### config.mk
export PLATFORM = sky130hd
export DESIGN_NAME = glitc_prog_ctrl
export DESIGN_NICKNAME = d
export VERILOG_FILES = /design/src/rtl/glitc_prog_ctrl.sv
export SDC_FILE = /design/constraint.sdc
export NUM_CORES = 1
export LEC_CHECK = 0
export ABC_AREA = 1
export ABC_CLOCK_PERIOD_IN_PS = 6000
export CELL_PAD_IN_SITES_DETAIL_PLACEMENT = 1
export CELL_PAD_IN_SITES_GLOBAL_PLACEMENT = 2
export CORE_UTILIZATION = 40
export CTS_CLUSTER_SIZE = 14
export DETAILED_ROUTE_END_ITERATION = 8
export GPL_TIMING_DRIVEN = 0
export PLACE_DENSITY_LB_ADDON = 0.15
export SLEW_MARGIN = 10
export SYNTH_ARGS = -nofsm -noshare
export SYNTH_HDL_FRONTEND = slang
export SYNTH_SLANG_ARGS = --single-unit
### constraint.sdc
create_clock -name clk_i -period 6 [get_ports clk_i]
set_input_delay 1.2 -clock clk_i [delete_from_list [all_inputs] [get_ports clk_i]]
set_output_delay 1.2 -clock clk_i [all_outputs]
set_load 0.01 [all_outputs]
### src/rtl/glitc_prog_ctrl.sv
// glitc_prog_ctrl: per-GLITC configuration sequencer for the four GLITC FPGAs.
// Each GLITC has its own channel FSM. The FSM drives PROGRAM_B and INIT_B,
// watches the synchronized INIT_B and DONE pins, and reports via gready
// whether the GLITC is configured (GLITCBUS mode) or still configuring.
//
// Ports:
//   clk_i           system clock, shared with the GLITCBUS master
//   rst_n_i         asynchronous active-low reset
//   prog_cmd_i[4]   one-cycle pulse per GLITC: start/restart programming
//   done_i[4]       raw DONE pins (asynchronous)
//   init_b_i[4]     raw INIT_B readback (asynchronous)
//   program_b_o[4]  PROGRAM_B drive, low = program
//   init_b_drive_o  1 = pull INIT_B low, 0 = release
//   gready_o[4]     1 = GLITC configured
//   state_o[12]     3-bit state code per GLITC at [3n+2:3n]
//   err_o[4]        sticky per-GLITC error flag

// One channel: synchronizers, sequencing FSM, timeout counter, registered outputs.
module glitc_prog_chan #(
  parameter int PROG_CYCLES      = 64,
  parameter int INIT_HOLD_CYCLES = 32,
  parameter int TIMEOUT_BITS     = 24
) (
  input  logic       clk_i,
  input  logic       rst_n_i,
  input  logic       prog_cmd_i,
  input  logic       done_i,
  input  logic       init_b_i,
  output logic       program_b_o,
  output logic       init_b_drive_o,
  output logic       gready_o,
  output logic [2:0] state_o,
  output logic       err_o
);

  typedef enum logic [2:0] {
    S_UNCONF    = 3'd0,
    S_PROG      = 3'd1,
    S_INIT_HOLD = 3'd2,
    S_WAIT_INIT = 3'd3,
    S_LOAD      = 3'd4,
    S_READY     = 3'd5,
    S_ERROR     = 3'd6
  } state_e;

  localparam logic [TIMEOUT_BITS-1:0] CNT_MAX   = '1;
  localparam logic [TIMEOUT_BITS-1:0] PROG_LAST = TIMEOUT_BITS'(PROG_CYCLES - 1);
  localparam logic [TIMEOUT_BITS-1:0] HOLD_LAST = TIMEOUT_BITS'(INIT_HOLD_CYCLES - 1);
  // Timeout takes effect on the edge where the counter would reach all-ones.
  localparam logic [TIMEOUT_BITS-1:0] TMO_LAST  = {{(TIMEOUT_BITS-1){1'b1}}, 1'b0};

  state_e                  st_q, st_d;
  logic [TIMEOUT_BITS-1:0] cnt_q, cnt_d;
  logic [1:0]              done_sync, init_sync;
  logic                    done_s, init_s, tmo;
  logic                    pb_d, drv_d, gr_d, err_d;

  assign done_s = done_sync[1];
  assign init_s = init_sync[1];
  assign tmo    = (cnt_q >= TMO_LAST);

  // State register, counter, synchronizers and output registers.
  always_ff @(posedge clk_i or negedge rst_n_i) begin
    if (!rst_n_i) begin
      st_q           <= S_UNCONF;
      cnt_q          <= '0;
      done_sync      <= '0;
      init_sync      <= '0;
      program_b_o    <= 1'b1;
      init_b_drive_o <= 1'b0;
      gready_o       <= 1'b0;
      err_o          <= 1'b0;
    end else begin
      st_q           <= st_d;
      cnt_q          <= cnt_d;
      done_sync      <= {done_sync[0], done_i};
      init_sync      <= {init_sync[0], init_b_i};
      program_b_o    <= pb_d;
      init_b_drive_o <= drv_d;
      gready_o       <= gr_d;
      err_o          <= err_d;
    end
  end

  // Next-state logic; prog_cmd overrides every other transition.
  always_comb begin
    st_d = st_q;
    if (prog_cmd_i) begin
      st_d = S_PROG;
    end else begin
      case (st_q)
        S_UNCONF:    if (done_s) st_d = S_READY;
        S_PROG:      if (cnt_q == PROG_LAST) st_d = S_INIT_HOLD;
        S_INIT_HOLD: if (cnt_q == HOLD_LAST) st_d = S_WAIT_INIT;
        S_WAIT_INIT: begin
          if (init_s)   st_d = S_LOAD;
          else if (tmo) st_d = S_ERROR;
        end
        S_LOAD: begin
          if (done_s)       st_d = S_READY;
          else if (!init_s) st_d = S_ERROR;  // CRC error reported on INIT_B
          else if (tmo)     st_d = S_ERROR;
        end
        S_READY:     if (!done_s) st_d = S_UNCONF;
        S_ERROR:     st_d = S_ERROR;
        default:     st_d = S_UNCONF;
      endcase
    end
  end

  // Output/counter logic, decoded from the next state so the registered
  // outputs line up with state_o.
  always_comb begin
    pb_d  = 1'b1;
    drv_d = 1'b0;
    gr_d  = 1'b0;
    case (st_d)
      S_PROG:      begin pb_d = 1'b0; drv_d = 1'b1; end
      S_INIT_HOLD: drv_d = 1'b1;
      S_READY:     gr_d  = 1'b1;
      default:     ;
    endcase

    if (prog_cmd_i)
      err_d = 1'b0;
    else
      err_d = err_o | ((st_d == S_ERROR) && (st_q != S_ERROR))
                    | ((st_q == S_READY) && (st_d == S_UNCONF));

    cnt_d = cnt_q;
    if (prog_cmd_i || (st_d != st_q))
      cnt_d = '0;
    else if ((st_q inside {S_PROG, S_INIT_HOLD, S_WAIT_INIT, S_LOAD}) && (cnt_q != CNT_MAX))
      cnt_d = cnt_q + 1'b1;
  end

  assign state_o = st_q;

endmodule

module glitc_prog_ctrl #(
  parameter int PROG_CYCLES      = 64,
  parameter int INIT_HOLD_CYCLES = 32,
  parameter int TIMEOUT_BITS     = 24
) (
  input  logic        clk_i,
  input  logic        rst_n_i,
  input  logic [3:0]  prog_cmd_i,
  input  logic [3:0]  done_i,
  input  logic [3:0]  init_b_i,
  output logic [3:0]  program_b_o,
  output logic [3:0]  init_b_drive_o,
  output logic [3:0]  gready_o,
  output logic [11:0] state_o,
  output logic [3:0]  err_o
);

  localparam int NUM_LANES = 4;

  for (genvar g = 0; g < NUM_LANES; g++) begin : g_chan
    glitc_prog_chan #(
      .PROG_CYCLES      (PROG_CYCLES),
      .INIT_HOLD_CYCLES (INIT_HOLD_CYCLES),
      .TIMEOUT_BITS     (TIMEOUT_BITS)
    ) u_chan (
      .clk_i          (clk_i),
      .rst_n_i        (rst_n_i),
      .prog_cmd_i     (prog_cmd_i[g]),
      .done_i         (done_i[g]),
      .init_b_i       (init_b_i[g]),
      .program_b_o    (program_b_o[g]),
      .init_b_drive_o (init_b_drive_o[g]),
      .gready_o       (gready_o[g]),
      .state_o        (state_o[3*g +: 3]),
      .err_o          (err_o[g])
    );
  end

endmodule

==> results of run 1 <==
==> critical path, delay by kind of cell, from the launching register on <==
| kind | cells | cell delay, ns |
|---|---|---|
| buffers and inverters | 2 | 0.63 |
| flip-flops | 1 | 0.51 |
==> power groups by stage <==
stage	logic, uW	clock network, uW	registers (uW)
floorplan	55.9	0	984
global placement	94.9	0	988
detailed placement	99.4	0	988
CTS	100	1230	971
global route	110	1270	973
finish	95.8	1200	971
==> worst max path at each step <==
stage | to | slack (ns)
5_1_grt | program_b_o[1] | 3.18
6_report | program_b_o[1] | 3.24
3_3_place_gp | g_chan[3].u_chan.err_o | -2.33
3_5_place_dp | g_chan[2].u_chan.cnt_q[20] | 3.20
2_1_floorplan | g_chan[0].u_chan.cnt_q[9] | 3.88
4_1_cts | program_b_o[1] | 3.20
==> metal layers <==
layer | vias up | routed length [um]
li1 | 3716 | -
met1 | 3522 | 10400
met2 | 52 | 10200
met3 | 11 | 390
met4 | 0 | 158
met5 | - | 0
==> per-stage QoR <==
stage | hold WS (ns) | TNS (ns) | area, um^2
after detailed placement | 0.338 | 0 | 9680
after floorplan | 0.331 | 0 | 8880
after CTS | 0.353 | 0 | 10300
after global routing | 0.357 | 0 | 10300
after global placement | 0.334 | -316.65 | 9650
final | 0.349 | 0 | 10300
==> synthesized netlist by cell type, types with 22 or more instances <==
library cell,number,area share [%]
nand2_1,234,9.9
nor2_1,193,8.2
dfrtp_1,136,38
inv_1,113,4.8
nand3_1,84,4.7
xor2_1,54,5.3
nor2_4,45,5.7
nand4_1,40,2.8
nor3_1,26,1.5
nor3_2,22,2.5
==> final cells by class <==
cell class	count	area, um^2	area share (%)
Buffer	30	255	2.47
Clock buffer	22	474	4.59
Clock inverter	10	185	1.79
Inverter	132	495	4.79
Multi-Input combinational cell	835	4630	44.7
Sequential cell	140	3510	33.9
Tap cell	280	350	3.39
Timing Repair Buffer	42	443	4.28
==> state kept, by name, indices dropped and copies added (netlist names) <==
register	flops
g_chan.u_chan.cnt_q	96
g_chan.u_chan.done_sync	8
g_chan.u_chan.err_o	4
g_chan.u_chan.gready_o	4
g_chan.u_chan.init_b_drive_o	4
g_chan.u_chan.program_b_o	4
g_chan.u_chan.state_o	12
g_chan.u_chan.init_sync	8
==> kinds of logic after synthesis <==
logic type | count (synthesis) | share of synthesized area (%)
buffers and inverters | 162 | 8.45
adder cells (fa/ha/maj) | 8 | 1.13
AO/OA/AOI/OAI | 42 | 2.68
XOR/XNOR | 74 | 7.29
AND/OR/NAND/NOR | 711 | 41.0
flip-flops | 140 | 39.5
==> cells in the final DEF, fill, tap and decap left out, types with 22 or more instances in the layout <==
cell             instances
clkdlybuf4s50_1         40
dfrtp_1                136
inv_1                  113
nand2_1                234
nand3_1                 84
nand4_1                 40
nor2_1                 193
nor2_4                  45
nor3_1                  26
nor3_2                  22
xor2_1                  54
==> impl_results.md, run 1 <==
* Final worst slack at 3.24 ns
* Vias at 7,301
* CTS sink cnt at 140
* # fillers at 2,713
* I/O Buffers at 41
* CORE AREA at 21,800 um^2
* Grt peak-use layer: met2
* Clock tree buffer depth at 2
* Reg power frac at 42.9%
* Combinational fraction of design power at 4.2%
* P_int at 1760 uW
* Status: completed
* Grt ovf at 0
* Full die area at 22,800 um^2
* GR Util met1 at 27.0%
* CTS tree: yes
* Final Hold Viols at 0
* Hold Path Stages at 0
* Power Density at 219 nW/um^2
* Slew Limit Headroom at 62.6%
* CP Class: reg2out
* FF+latch count, synth at 140
* Met3 Use GR at 3.52%
* GP Congestion at 0.801
* P&R area growth vs syn at 16.3%
* Worst hold path type: reg2reg
* Worst setup path start: g_chan[1].u_chan.program_b_o
* Reg clk slew, reported paths at 0.06 ns
* Post-Synthesis Cells at 1,137
* R2R depth at 12
* Maximum VDD drop at 158 uV
* Largest net degree at the start of global routing at 72
* Row cnt at 54
* Leak at 0.00458 uW
* Pins Over Slew Limit at 0
* TritonCTS buffer count at 17
* Hold-critical path endpoint: g_chan[3].u_chan.init_sync[1]
* # diodes at 0
* Net count after synthesis at 1,159
* Critical Path Sink Type: primary output
* Crit-path cells: buf_4 -> clkdlybuf4s50_1
* Drt total wl at 21,200 um
* Fin nets at 1,220
* P_sw at 502 uW
* Slowest stage delay, CP at 0.54 ns
* Antenna violations before repair at 0
* Arrival time at the worst endpoint at 1.56 ns
* Via density at 4.90
* Pre-antenna DRT Iters at 4
* Place WS at 3.20 ns
* Min-delay src: g_chan[3].u_chan.init_sync[0]
* Req. time, crit path at 4.80 ns
* Post-CTS Hold Buffers at 0
* Slowest cell on crit path: clkdlybuf4s50_1
* Asr flop ratio synth at 100%
* Wire length per cell at 14.2 um
* Top Ports at 42
* Resized Gates After CTS at 0
* Drt initial violations at 240
* Total of max-cap violations at 0
* Nature of the critical path startpoint: flip-flop
* Vias in the first global route at 7,574
* Ys flop type: dfrtp_1
* First-pass GRT wire length at 36,600 um
* Sequential-to-total area share from yosys stat at 39.5%
* Clock share of power at 52.9%
* Initial Util at 40.7%
* Fin crit share at 46.0%
* Die X at 151 um
* Post-layout util at 47.4%
* Antenna Nets Post-Route at 0
* FF-to-FF End: g_chan[0].u_chan.cnt_q[22]
* Worst skew pair latency at 0.42 ns
* Dpl cells at 1,459
* Synthesized cell area at 8880 um^2
* Least-Margin Pin Slew at 0.561 ns
* Dpl hpwl at 15,600 um
* Worst R2R Setup Slack at 3.75 ns
* Die height at 151 um
* CP Max Fanout at 1
* Post-route insts no fill at 1,491
* DRC at 0
* Max Clock Freq at 362 MHz
* H-tree lvl count at 4
* Final setup fails at 0
* Post-CTS Setup Bufs at 0
* Clk_skew at 0.00739 ns
* Ys Warns at 0
* Synth cell types at 43
* Ratio of cells with drive above 1 in the final layout at 17.2%
* GRT Total Usage at 20.3%
* Final worst path period need at 2.76 ns
* Clock root cell: clkbuf_16
* Reg2Reg Launch Point: g_chan[0].u_chan.cnt_q[1]
* Overall Power at 2260 uW
* Syn_area_per_cell at 7.81 um^2
* RSZ-0062 raised after global routing: no
* GRT met2 Usage at 34.2%
* Post-synth EDFFs at 0
* Sw Ratio at 22.2%
No activity file was read; power rests on OpenSTA's default activity.
==> run 2, diff against run 1 <==
Settings changed: ABC_CLOCK_PERIOD_IN_PS 6000 to 2600, CORE_UTILIZATION 40 to 37.
Clock period 6 ns to 2.6 ns, I/O delays scaled along.
==> impl_results.md, run 2 (same netlist as run 1, synthesis figures left out) <==
* Pre-antenna DRT Iters at 7 (+3)
* CTS sink cnt at 140 (unchanged)
* Arrival time at the worst endpoint at 2.56 ns (+1.00 ns)
* Antenna Nets Post-Route at 0 (unchanged)
* Antenna violations before repair at 0 (unchanged)
* Vias in the first global route at 7,574 (unchanged)
* Drt initial violations at 353 (+47%)
* I/O Buffers at 41 (unchanged)
* Critical Path Sink Type: flip-flop
* Fin nets at 1,221 (+0.082%)
* Max Clock Freq at 447 MHz
* TritonCTS buffer count at 17 (unchanged)
* Clk_skew at 0.0130 ns (+0.00563 ns)
* Total of max-cap violations at 0 (unchanged)
* First-pass GRT wire length at 37,300 um (+2.0%)
* Pins Over Slew Limit at 0 (unchanged)
* Grt ovf at 0 (unchanged)
* Least-Margin Pin Slew at 0.510 ns (-0.0509 ns)
* Maximum VDD drop at 345 uV (+120%)
* Initial Util at 37.7% (-3.0 points)
* Top Ports at 42 (unchanged)
* RSZ-0062 raised after global routing: no
* Fin Setup TNS at 0 ns (unchanged)
* Worst R2R Setup Slack at 0.36 ns (-3.39 ns)
* Fin crit share at 86.0%
* Vias at 7,319 (+0.25%)
* CP Max Fanout at 8 (+7)
* Wire length per cell at 14.1 um (-1.2%)
* Final Hold Viols at 0 (unchanged)
* # diodes at 0 (unchanged)
* Reg clk slew, reported paths at 0.07 ns (about the same)
* Max FFs per register at 96 (unchanged)
* Row cnt at 56 (+3.7%)
* Final hold slack at 0.349 ns (-0.000510 ns)
* Drt total wl at 21,500 um (+1.5%)
* Commonest non-fill, non-tap cell in the layout: nand2_1
* Clock tree buffer depth at 2 (unchanged)
* Final worst path period need at 2.24 ns
* Nature of the critical path startpoint: flip-flop
* Via density at 4.78 (-2.4%)
* Worst skew pair latency at 0.43 ns (about the same)
* H-tree lvl count at 4 (unchanged)
* GRT Total Usage at 19.2% (-1.1 points)
* Dpl hpwl at 16,000 um (+2.7%)
* GP Congestion at 0.773 (-3.6%)
* Area occupied by multi-input gates at 4630 um^2 (unchanged)
* CP Class: reg2reg
* # fillers at 2,924 (+7.8%)
* Ratio of cells with drive above 1 in the final layout at 17.2% (+0.068 points)
* CTS tree: yes
* Leak at 0.00456 uW (-0.62%)
* Full die area at 24,600 um^2 (+8.0%)
* CORE AREA at 23,500 um^2 (+7.9%)
* Worst hold path type: reg2reg
* Clock root cell: clkbuf_16
* P&R area growth vs syn at 16.7%
* Req. time, crit path at 2.92 ns (-1.88 ns)
* DRC at 0 (unchanged)
* Commonest non-fill, non-tap cells in the layout: 234 x nand2_1, 193 x nor2_1, 136 x dfrtp_1
* Status: completed
* Largest reg by FF count: g_chan.u_chan.cnt_q
* Slew Limit Headroom at 66.0% (+3.4 points)
* Final setup fails at 0 (unchanged)
* Power Density at 495 nW/um^2 (+130%)
* Largest net degree at the start of global routing at 97 (+35%)
* Reg area at 3510 um^2 (unchanged)
* Die height at 157 um (+3.9%)
* Die X at 157 um (+3.9%)
-- run 2: changes by cell type in the layout (fill, tap and decap cells not counted), sizes merged --
cell,change
clkinvlp,+5
clkbuf,-3
bufinv,-1
clkinv,-1
dlygate4sd3,+1
-- run 2: timing repair --
action	CTS	global route
endpoints found under the hold margin	40	0
buffers inserted	0	0
hold buffers	1	0
resized for setup	0	0
-- run 2: worst max-delay path, cell delays in order, from the launching register on --
cell and delay [ns]:
dfrtp_1 0.43, ha_1 0.24, nand3_1 0.13, nor2_1 0.07
nand2_1 0.13, inv_1 0.05, nand2_1 0.07, nand2_2 0.13
nor2_2 0.27, nand3_1 0.20, nor2_1 0.17, xnor2_1 0.18
nor2_4 0.06
-- run 2: metal layers --
| layer | GRT usage, % | vias to the layer above | wire, um |
|---|---|---|---|
| li1 | - | 3714 | - |
| met1 | 25.4 | 3540 | 10400 |
| met2 | 32.3 | 46 | 10500 |
| met3 | 3.08 | 19 | 386 |
| met4 | 5.32 | 0 | 204 |
| met5 | 0 | - | 0 |
-- run 2: power by group --
part / total [uW] / leakage, uW / switching (uW) / internal [uW]
clock network: 2670 / 0.000288 / 1030 / 1640
logic: 223 / 0.00241 / 147 / 76.0
registers: 2240 / 0.00185 / 31.8 / 2210
-- run 2: cell type report --
type	count	share of cell area, %
Timing Repair Buffer	43	4.37
Clock inverter	13	1.85
Clock buffer	19	4.27
Multi-Input combinational cell	835	44.6
Tap cell	319	3.85
Buffer	30	2.46
Sequential cell	140	33.8
Inverter	132	4.78
-- run 2: through the flow --
stage	total power (uW)	std cells	setup WS, ns	instance area [um^2]	util [%]
finish	5130	1531	0.364	10400	44.1
floorplan	2400	1137	0.722	8880	-
detailed placement	2510	1498	0.354	9730	41.3
CTS	5230	1531	0.345	10400	44.1
global route	5350	1531	0.0947	10400	44.1
global placement	2500	1497	-5.08	9690	41.2
-- run 2: final timing paths --
check,startpoint,to,depth (start not counted)
worst max-delay path,g_chan[1].u_chan.cnt_q[0],g_chan[1].u_chan.cnt_q[18],12
worst max register to register,g_chan[1].u_chan.cnt_q[0],g_chan[1].u_chan.cnt_q[18],12
max in group asynchronous,rst_n_i,g_chan[3].u_chan.program_b_o,3
worst min-delay path,g_chan[1].u_chan.init_sync[0],g_chan[1].u_chan.init_sync[1],0
worst min register to register,g_chan[1].u_chan.init_sync[0],g_chan[1].u_chan.init_sync[1],0
min in group asynchronous,rst_n_i,g_chan[2].u_chan.cnt_q[1],2
==> run 3, diff against run 2 <==
Settings changed: CTS_CLUSTER_SIZE 14 to 40.
==> results of run 3 <==
Same layout as run 2: the final DEF is identical, and so are final timing and power.
